$ cat config.mk
export PLATFORM = sky130hd
export DESIGN_NAME = link_slave_fsm_flat
export DESIGN_NICKNAME = d
export VERILOG_FILES = /design/src/rtl/link_slave_fsm_if.sv /design/src/rtl/link_slave_fsm.sv /design/src/flat_wrapper.sv
export SDC_FILE = /design/constraint.sdc
export NUM_CORES = 1
export LEC_CHECK = 0
export CAP_MARGIN = 20
export CORE_UTILIZATION = 48
export CTS_BUF_LIST = sky130_fd_sc_hd__clkbuf_16
export DETAILED_ROUTE_END_ITERATION = 16
export GPL_TIMING_DRIVEN = 0
export PLACE_DENSITY = 0.82
export SLEW_MARGIN = 20
export SYNTH_ARGS = -nofsm -noshare
export SYNTH_HDL_FRONTEND = slang
export SYNTH_SLANG_ARGS = --single-unit
$ cat constraint.sdc
create_clock -name clk -period 2.4 [get_ports clk]
set_input_delay 0.36 -clock clk [delete_from_list [all_inputs] [get_ports clk]]
set_output_delay 0.36 -clock clk [all_outputs]
set_load 0.005 [all_outputs]
$ cat src/rtl/link_slave_fsm_if.sv
// Byte link bundle between the burst master, the link slave and the downstream consumer.
// master: upstream/consumer side; slave: the link_slave_fsm side.
interface link_slave_fsm_if #(
  parameter int IDX_W = 2
);
  logic             req;
  logic [7:0]       data_in;
  logic             ack;
  logic             out_valid;
  logic [7:0]       out_data;
  logic             out_ready;
  logic             burst_done;
  logic [IDX_W-1:0] byte_idx;
  logic             seq_err;

  modport master (
    output req, data_in, out_ready,
    input  ack, out_valid, out_data, burst_done, byte_idx, seq_err
  );

  modport slave (
    input  req, data_in, out_ready,
    output ack, out_valid, out_data, burst_done, byte_idx, seq_err
  );
endinterface

$ cat src/rtl/link_slave_fsm.sv
// Receiving end of the 4-phase req/ack byte link with a small receive FIFO and burst counting.
// Optional sequence checker enabled by defining LINK_SLAVE_SEQ_CHECK_EN.
module link_slave_fsm #(
  parameter int BURST_BYTES = 4,
  parameter int IDX_W       = 2,
  parameter int FIFO_DEPTH  = 4,
  parameter int PTR_W       = 2
) (
  input logic            clk,
  input logic            rst,
  link_slave_fsm_if.slave lnk
);

  localparam int               DATA_W   = 8;
  localparam logic [IDX_W-1:0] LAST_IDX = IDX_W'(BURST_BYTES - 1);
  localparam logic [PTR_W:0]   FULL_CNT = (PTR_W + 1)'(FIFO_DEPTH);

  typedef enum logic [1:0] {
    S0_WAITREQ = 2'b00,
    S1_ACKHIGH = 2'b01
  } state_e;

  state_e           state_q;
  logic             ack_q;
  logic             burst_done_q;
  logic [IDX_W-1:0] byte_idx_q;

  logic [DATA_W-1:0] mem_q [FIFO_DEPTH];
  logic [PTR_W-1:0]  wr_ptr_q, wr_ptr_d;
  logic [PTR_W-1:0]  rd_ptr_q, rd_ptr_d;
  logic [PTR_W:0]    count_q, count_d;

  logic full, empty, push, pop;

`ifdef LINK_SLAVE_SEQ_CHECK_EN
  logic seq_err_q;

  function automatic logic [DATA_W-1:0] seq_expect(input logic [IDX_W-1:0] idx);
    return 8'hA0 + DATA_W'(idx);
  endfunction
`endif

  // Full uses the pre-pop count: a same-cycle pop never enables an accept.
  assign full  = (count_q == FULL_CNT);
  assign empty = (count_q == '0);
  assign push  = (state_q == S0_WAITREQ) && lnk.req && !full;
  assign pop   = lnk.out_ready && !empty;

  always_comb begin
    wr_ptr_d = wr_ptr_q;
    rd_ptr_d = rd_ptr_q;
    count_d  = count_q;
    if (push) wr_ptr_d = wr_ptr_q + PTR_W'(1);
    if (pop)  rd_ptr_d = rd_ptr_q + PTR_W'(1);
    case ({push, pop})
      2'b10:   count_d = count_q + (PTR_W + 1)'(1);
      2'b01:   count_d = count_q - (PTR_W + 1)'(1);
      default: count_d = count_q;
    endcase
  end

  always_ff @(posedge clk) begin
    if (rst) begin
      wr_ptr_q <= '0;
      rd_ptr_q <= '0;
      count_q  <= '0;
    end else begin
      wr_ptr_q <= wr_ptr_d;
      rd_ptr_q <= rd_ptr_d;
      count_q  <= count_d;
    end
  end

  // Storage is not reset; the cleared count keeps stale entries invisible.
  always_ff @(posedge clk) begin
    if (push) mem_q[wr_ptr_q] <= lnk.data_in;
  end

  always_ff @(posedge clk) begin
    if (rst) begin
      state_q      <= S0_WAITREQ;
      ack_q        <= 1'b0;
      burst_done_q <= 1'b0;
      byte_idx_q   <= '0;
`ifdef LINK_SLAVE_SEQ_CHECK_EN
      seq_err_q    <= 1'b0;
`endif
    end else begin
      burst_done_q <= 1'b0;
      case (state_q)
        S0_WAITREQ: begin
          if (push) begin
            ack_q   <= 1'b1;
            state_q <= S1_ACKHIGH;
`ifdef LINK_SLAVE_SEQ_CHECK_EN
            if (lnk.data_in != seq_expect(byte_idx_q)) seq_err_q <= 1'b1;
`endif
          end
        end
        S1_ACKHIGH: begin
          if (!lnk.req) begin
            ack_q   <= 1'b0;
            state_q <= S0_WAITREQ;
            if (byte_idx_q == LAST_IDX) begin
              byte_idx_q   <= '0;
              burst_done_q <= 1'b1;
            end else begin
              byte_idx_q <= byte_idx_q + IDX_W'(1);
            end
          end
        end
        default: begin
          state_q <= S0_WAITREQ;
          ack_q   <= 1'b0;
        end
      endcase
    end
  end

  assign lnk.ack        = ack_q;
  assign lnk.burst_done = burst_done_q;
  assign lnk.byte_idx   = byte_idx_q;
  assign lnk.out_valid  = !empty;
  assign lnk.out_data   = mem_q[rd_ptr_q];
`ifdef LINK_SLAVE_SEQ_CHECK_EN
  assign lnk.seq_err    = seq_err_q;
`else
  assign lnk.seq_err    = 1'b0;
`endif

endmodule

$ cat src/flat_wrapper.sv
// flat-port wrapper written by rule: the top's interface ports become plain ports
module link_slave_fsm_flat 
#(
  parameter int BURST_BYTES = 4,
  parameter int IDX_W       = 2,
  parameter int FIFO_DEPTH  = 4,
  parameter int PTR_W       = 2
)
  (clk, rst, lnk_req, lnk_data_in, lnk_out_ready, lnk_ack, lnk_out_valid, lnk_out_data, lnk_burst_done, lnk_byte_idx, lnk_seq_err);
  link_slave_fsm_if #(.IDX_W(IDX_W)) lnk_i ();
  input logic clk;
  input logic rst;
  input wire logic [$bits(lnk_i.req)-1:0] lnk_req;
  input wire logic [$bits(lnk_i.data_in)-1:0] lnk_data_in;
  input wire logic [$bits(lnk_i.out_ready)-1:0] lnk_out_ready;
  output wire logic [$bits(lnk_i.ack)-1:0] lnk_ack;
  output wire logic [$bits(lnk_i.out_valid)-1:0] lnk_out_valid;
  output wire logic [$bits(lnk_i.out_data)-1:0] lnk_out_data;
  output wire logic [$bits(lnk_i.burst_done)-1:0] lnk_burst_done;
  output wire logic [$bits(lnk_i.byte_idx)-1:0] lnk_byte_idx;
  output wire logic [$bits(lnk_i.seq_err)-1:0] lnk_seq_err;
  assign lnk_i.req = lnk_req;
  assign lnk_i.data_in = lnk_data_in;
  assign lnk_i.out_ready = lnk_out_ready;
  assign lnk_ack = lnk_i.ack;
  assign lnk_out_valid = lnk_i.out_valid;
  assign lnk_out_data = lnk_i.out_data;
  assign lnk_burst_done = lnk_i.burst_done;
  assign lnk_byte_idx = lnk_i.byte_idx;
  assign lnk_seq_err = lnk_i.seq_err;
  link_slave_fsm #(.BURST_BYTES(BURST_BYTES), .IDX_W(IDX_W), .FIFO_DEPTH(FIFO_DEPTH), .PTR_W(PTR_W)) u_core (.clk(clk), .rst(rst), .lnk(lnk_i));
endmodule
==> run_results.csv <==
group,metric,value,unit
worst_setup_path,crit_buf_inv,3,
worst_setup_path,path_depth,10,
synthesis,synth_nets,129,
cells_and_area,syn2layout_area_growth,27.2,%
outcome,status,"completed",
route,wl_per_cell,14.9,µm
clocking,clk_latency,280,ps
floorplanning,start_util,52.2,%
worst_setup_path,cp_common_cell,"inv_1",
worst_setup_path,path_max_fanout,7,
clocking,clockBufferDepth,2,
synthesis,synth_cell_type_count,29,
worst_setup_path,cp.required,2610,ps
worst_setup_path,cp-start-kind,"flop",
floorplanning,die_area,4020,µm²
pwr,power_density,999,nW/µm²
global_route,grt.overflow.total,0,
placed_design,dp.cells,180,
worst_setup_path,r2r_start,"u_core.count_q[0]$_SDFFE_PP0P_",
worst_setup_path,end_kind,"flop",
clocking,tritoncts,"done",
sta,final.setup_skew,4.79,ps
cells_and_area,diodes,0,
synthesis,syn-cell-area,1810,µm²
sta,post-route-min-period,2300,ps
floorplanning,fp.dieW,63.4,µm
route,via_per_inst,5.13,
global_route,antenna_found_initial,0,
worst_setup_path,worstPathCellList,"or3b_1 -> and3b_1 -> buf_6 -> inv_1 -> ha_2 -> inv_1 -> fa_2 -> xor2_1 -> or3_4 -> a21oi_2",
placed_design,gp_congestion,0.698,
floorplanning,num_rows,21,
hold_path,hold_depth,2,
synthesis,synth_seq_area_share,67.5,%
cells_and_area,layoutNonFillerInstCount,192,
route,dr.pass1.iters,4,
global_route,grt_start_max_net_pins,16,
floorplanning,die_h,63.4,µm
sta,setup_violations,0,
clocking,cts_max_level,2,
hold_path,holdCritPathClass,"reg2reg",
worst_setup_path,reg2regPathDepth,10,
route,via_count,985,
synthesis,synthCells,110,
synthesis,synth_seq_cells,45,
worst_setup_path,cp-startpoint,"u_core.count_q[0]$_SDFFE_PP0P_",
global_route,grtUsageTotal,17.2,%
clocking,ctsHoldBuffers,0,
worst_setup_path,critical_path_arrival,2510,ps
clocking,path_clk_slew,60,ps
cells_and_area,nets,164,
worst_setup_path,crit_family,"simple AND/OR/NAND/NOR gates",
synthesis,yosysWarningCount,0,
cells_and_area,n_fill_cell,242,
placed_design,place.port_buffers,24,
pwr,irDropWorstVdd,0.000547,V
synthesis,synth_top_cell_area_share,53.1,%
clocking,cts.sinks,45,
floorplanning,core,3470,µm²
worst_setup_path,critical_path.max_stage_delay,380,ps
floorplanning,ios,26,
worst_setup_path,crit_type,"reg2reg",
clocking,cts_buffers,5,
route,first_iter_violations,39,
clocking,root_buffer,"clkbuf_16",
cells_and_area,drive_gt1_share,24.7,%
route,routed_wirelength,2.85,mm
sta,maxClockFrequency,434,MHz
global_route,grt_pass1_wl,5.02,mm
placed_design,dp_hpwl,1.95,mm
sta,slew_violations,0,
hold_path,hp-start,"u_core.wr_ptr_q[1]$_SDFFE_PP0P_",
synthesis,yosysTopAreaCell,"edfxtp_1",
route,drtAntennaViolNets,0,
pwr,p_leak,0.814,nW
sta,fin_crit_sh,95.9,%
worst_setup_path,critPathSlowestCell,"or3b_1",
sta,fin_tns_setup,0,ps
sta,rsz0062_at_grt,"no",
synthesis,synth.avg_cell_area,16.4,µm²
flow_run,max_cap_viol_count,0,
synthesis,synth_area_leaders,"edfxtp_1 53%, dfxtp_1 14%, mux4_2 10%",
sta,hold_violations,0,
global_route,grt_pass1_vias,1054,
route,drc,0,
## cell usage after synthesis
library cell  count
o31a_2            1
buf_1             1
buf_2             1
or3b_1            1
mux4_2            8
or3_2             2
xnor2_1           1
nor2_1           12
and3b_1           2
conb_1            1
a21oi_1           2
nand2b_1          2
o21ai_0           1
nor2b_1           1
buf_4             1
dfxtp_1          13
mux2_4            1
nor3b_1           1
and2_2            3
edfxtp_1         32
fa_1              1
and2_1            1
clkbuf_1          1
o311ai_0          1
xor2_1            3
buf_6             1
ha_1              6
mux2i_1           3
inv_1             6
## flip-flops by register name, indices dropped and copies added (netlist names), named ones only
signal,count
u_core.rd_ptr_q,2
u_core.count_q,3
u_core.lnk.burst_done,1
u_core.mem_q,32
u_core.lnk.ack,1
u_core.wr_ptr_q,2
u_core.lnk.byte_idx,2
## worst register-to-register path, cell delays in order, from the launching register on
cell	delay, ps
dfxtp_4	330
or3b_1	380
and3b_1	180
buf_6	130
inv_1	50
ha_2	170
inv_1	60
fa_2	330
xor2_1	150
or3_4	330
a21oi_2	110
## final timing paths
| check | end | slack (ps) |
|---|---|---|
| worst max-delay path | u_core.count_q[2]$_SDFFE_PP0P_ | 100 |
| worst min-delay path | u_core.wr_ptr_q[1]$_SDFFE_PP0P_ | 530 |
| worst max register to register | u_core.count_q[2]$_SDFFE_PP0P_ | 100 |
| worst min register to register | u_core.wr_ptr_q[1]$_SDFFE_PP0P_ | 530 |
## layer usage
metal	GRT usage, %	vias to the layer above	wire, µm
met2	28.7	19	1450
met4	9.38	0	55
li1	-	469	-
met1	19.6	492	1220
met5	0	-	0
met3	5.25	5	125
## report_power, final
group / internal [mW] / total, mW / leakage [nW] / switching (mW)
Clock: 0.387 / 0.665 / 0.0702 / 0.278
Sequential: 0.933 / 0.968 / 0.400 / 0.0347
Combinational: 0.389 / 0.667 / 0.344 / 0.278
## timing repair
item | 4_1_cts | 5_1_grt
hold endpoints to repair | 0 | 0
setup endpoints to repair | 1 | 1
resized for setup | 5 | 0
pin swaps | 4 | 1
setup buffers | 4 | 0
## final cells by class
| cell class | count | area, µm² | area share [%] |
|---|---|---|---|
| timing repair buffer | 28 | 270 | 11.7 |
| clock buffer | 5 | 125 | 5.43 |
| sequential | 45 | 1230 | 53.3 |
| clock inverter | 3 | 21.3 | 0.924 |
| tap | 46 | 57.6 | 2.50 |
| multi-input combinational | 54 | 547 | 23.7 |
| inverter | 6 | 22.5 | 0.978 |
| buffer | 5 | 31.3 | 1.36 |
## layout by cell type, fill, tap and decap left out, types with 2 or more instances in the layout
cell	synthesis	routed
dfxtp_1	13	10
inv_1	6	6
nor2_1	12	12
dfxtp_2	0	2
nand2b_1	2	2
and2_2	3	3
buf_4	1	5
ha_1	6	5
mux2i_1	3	3
and3b_1	2	2
clkdlybuf4s50_1	0	24
xor2_1	3	3
edfxtp_1	32	32
mux4_2	8	8
clkbuf_16	0	5
## metrics by stage
stage / power, mW / cell area, µm² / worst slack, ps / hold WS, ps / utilization [%]
after floorplan: 1.35 / 1820 / 22.6 / 459 / -
after detailed placement: 1.61 / 2110 / -196 / 520 / 60.9
final: 2.30 / 2300 / 98.2 / 529 / 66.4
after global routing: 2.42 / 2300 / 1.92 / 574 / 66.4
after CTS: 2.33 / 2300 / 73.7 / 535 / 66.4
after global placement: 1.57 / 2110 / -136 / 481 / 60.9
## logic make-up (layout without fill, tap and decap cells)
group / after synthesis / after routing / share of synthesized area, %
AO/OA/AOI/OAI: 5 / 5 / 1.87
XOR/XNOR: 4 / 4 / 1.94
adder cells (fa/ha/maj): 7 / 7 / 5.26
buffers and inverters: 11 / 47 / 2.97
flip-flops: 45 / 45 / 67.5
multiplexers: 12 / 12 / 12.4
other: 1 / 1 / 0.207
AND/OR/NAND/NOR: 25 / 25 / 7.81
No activity file was read; power rests on OpenSTA's default activity.
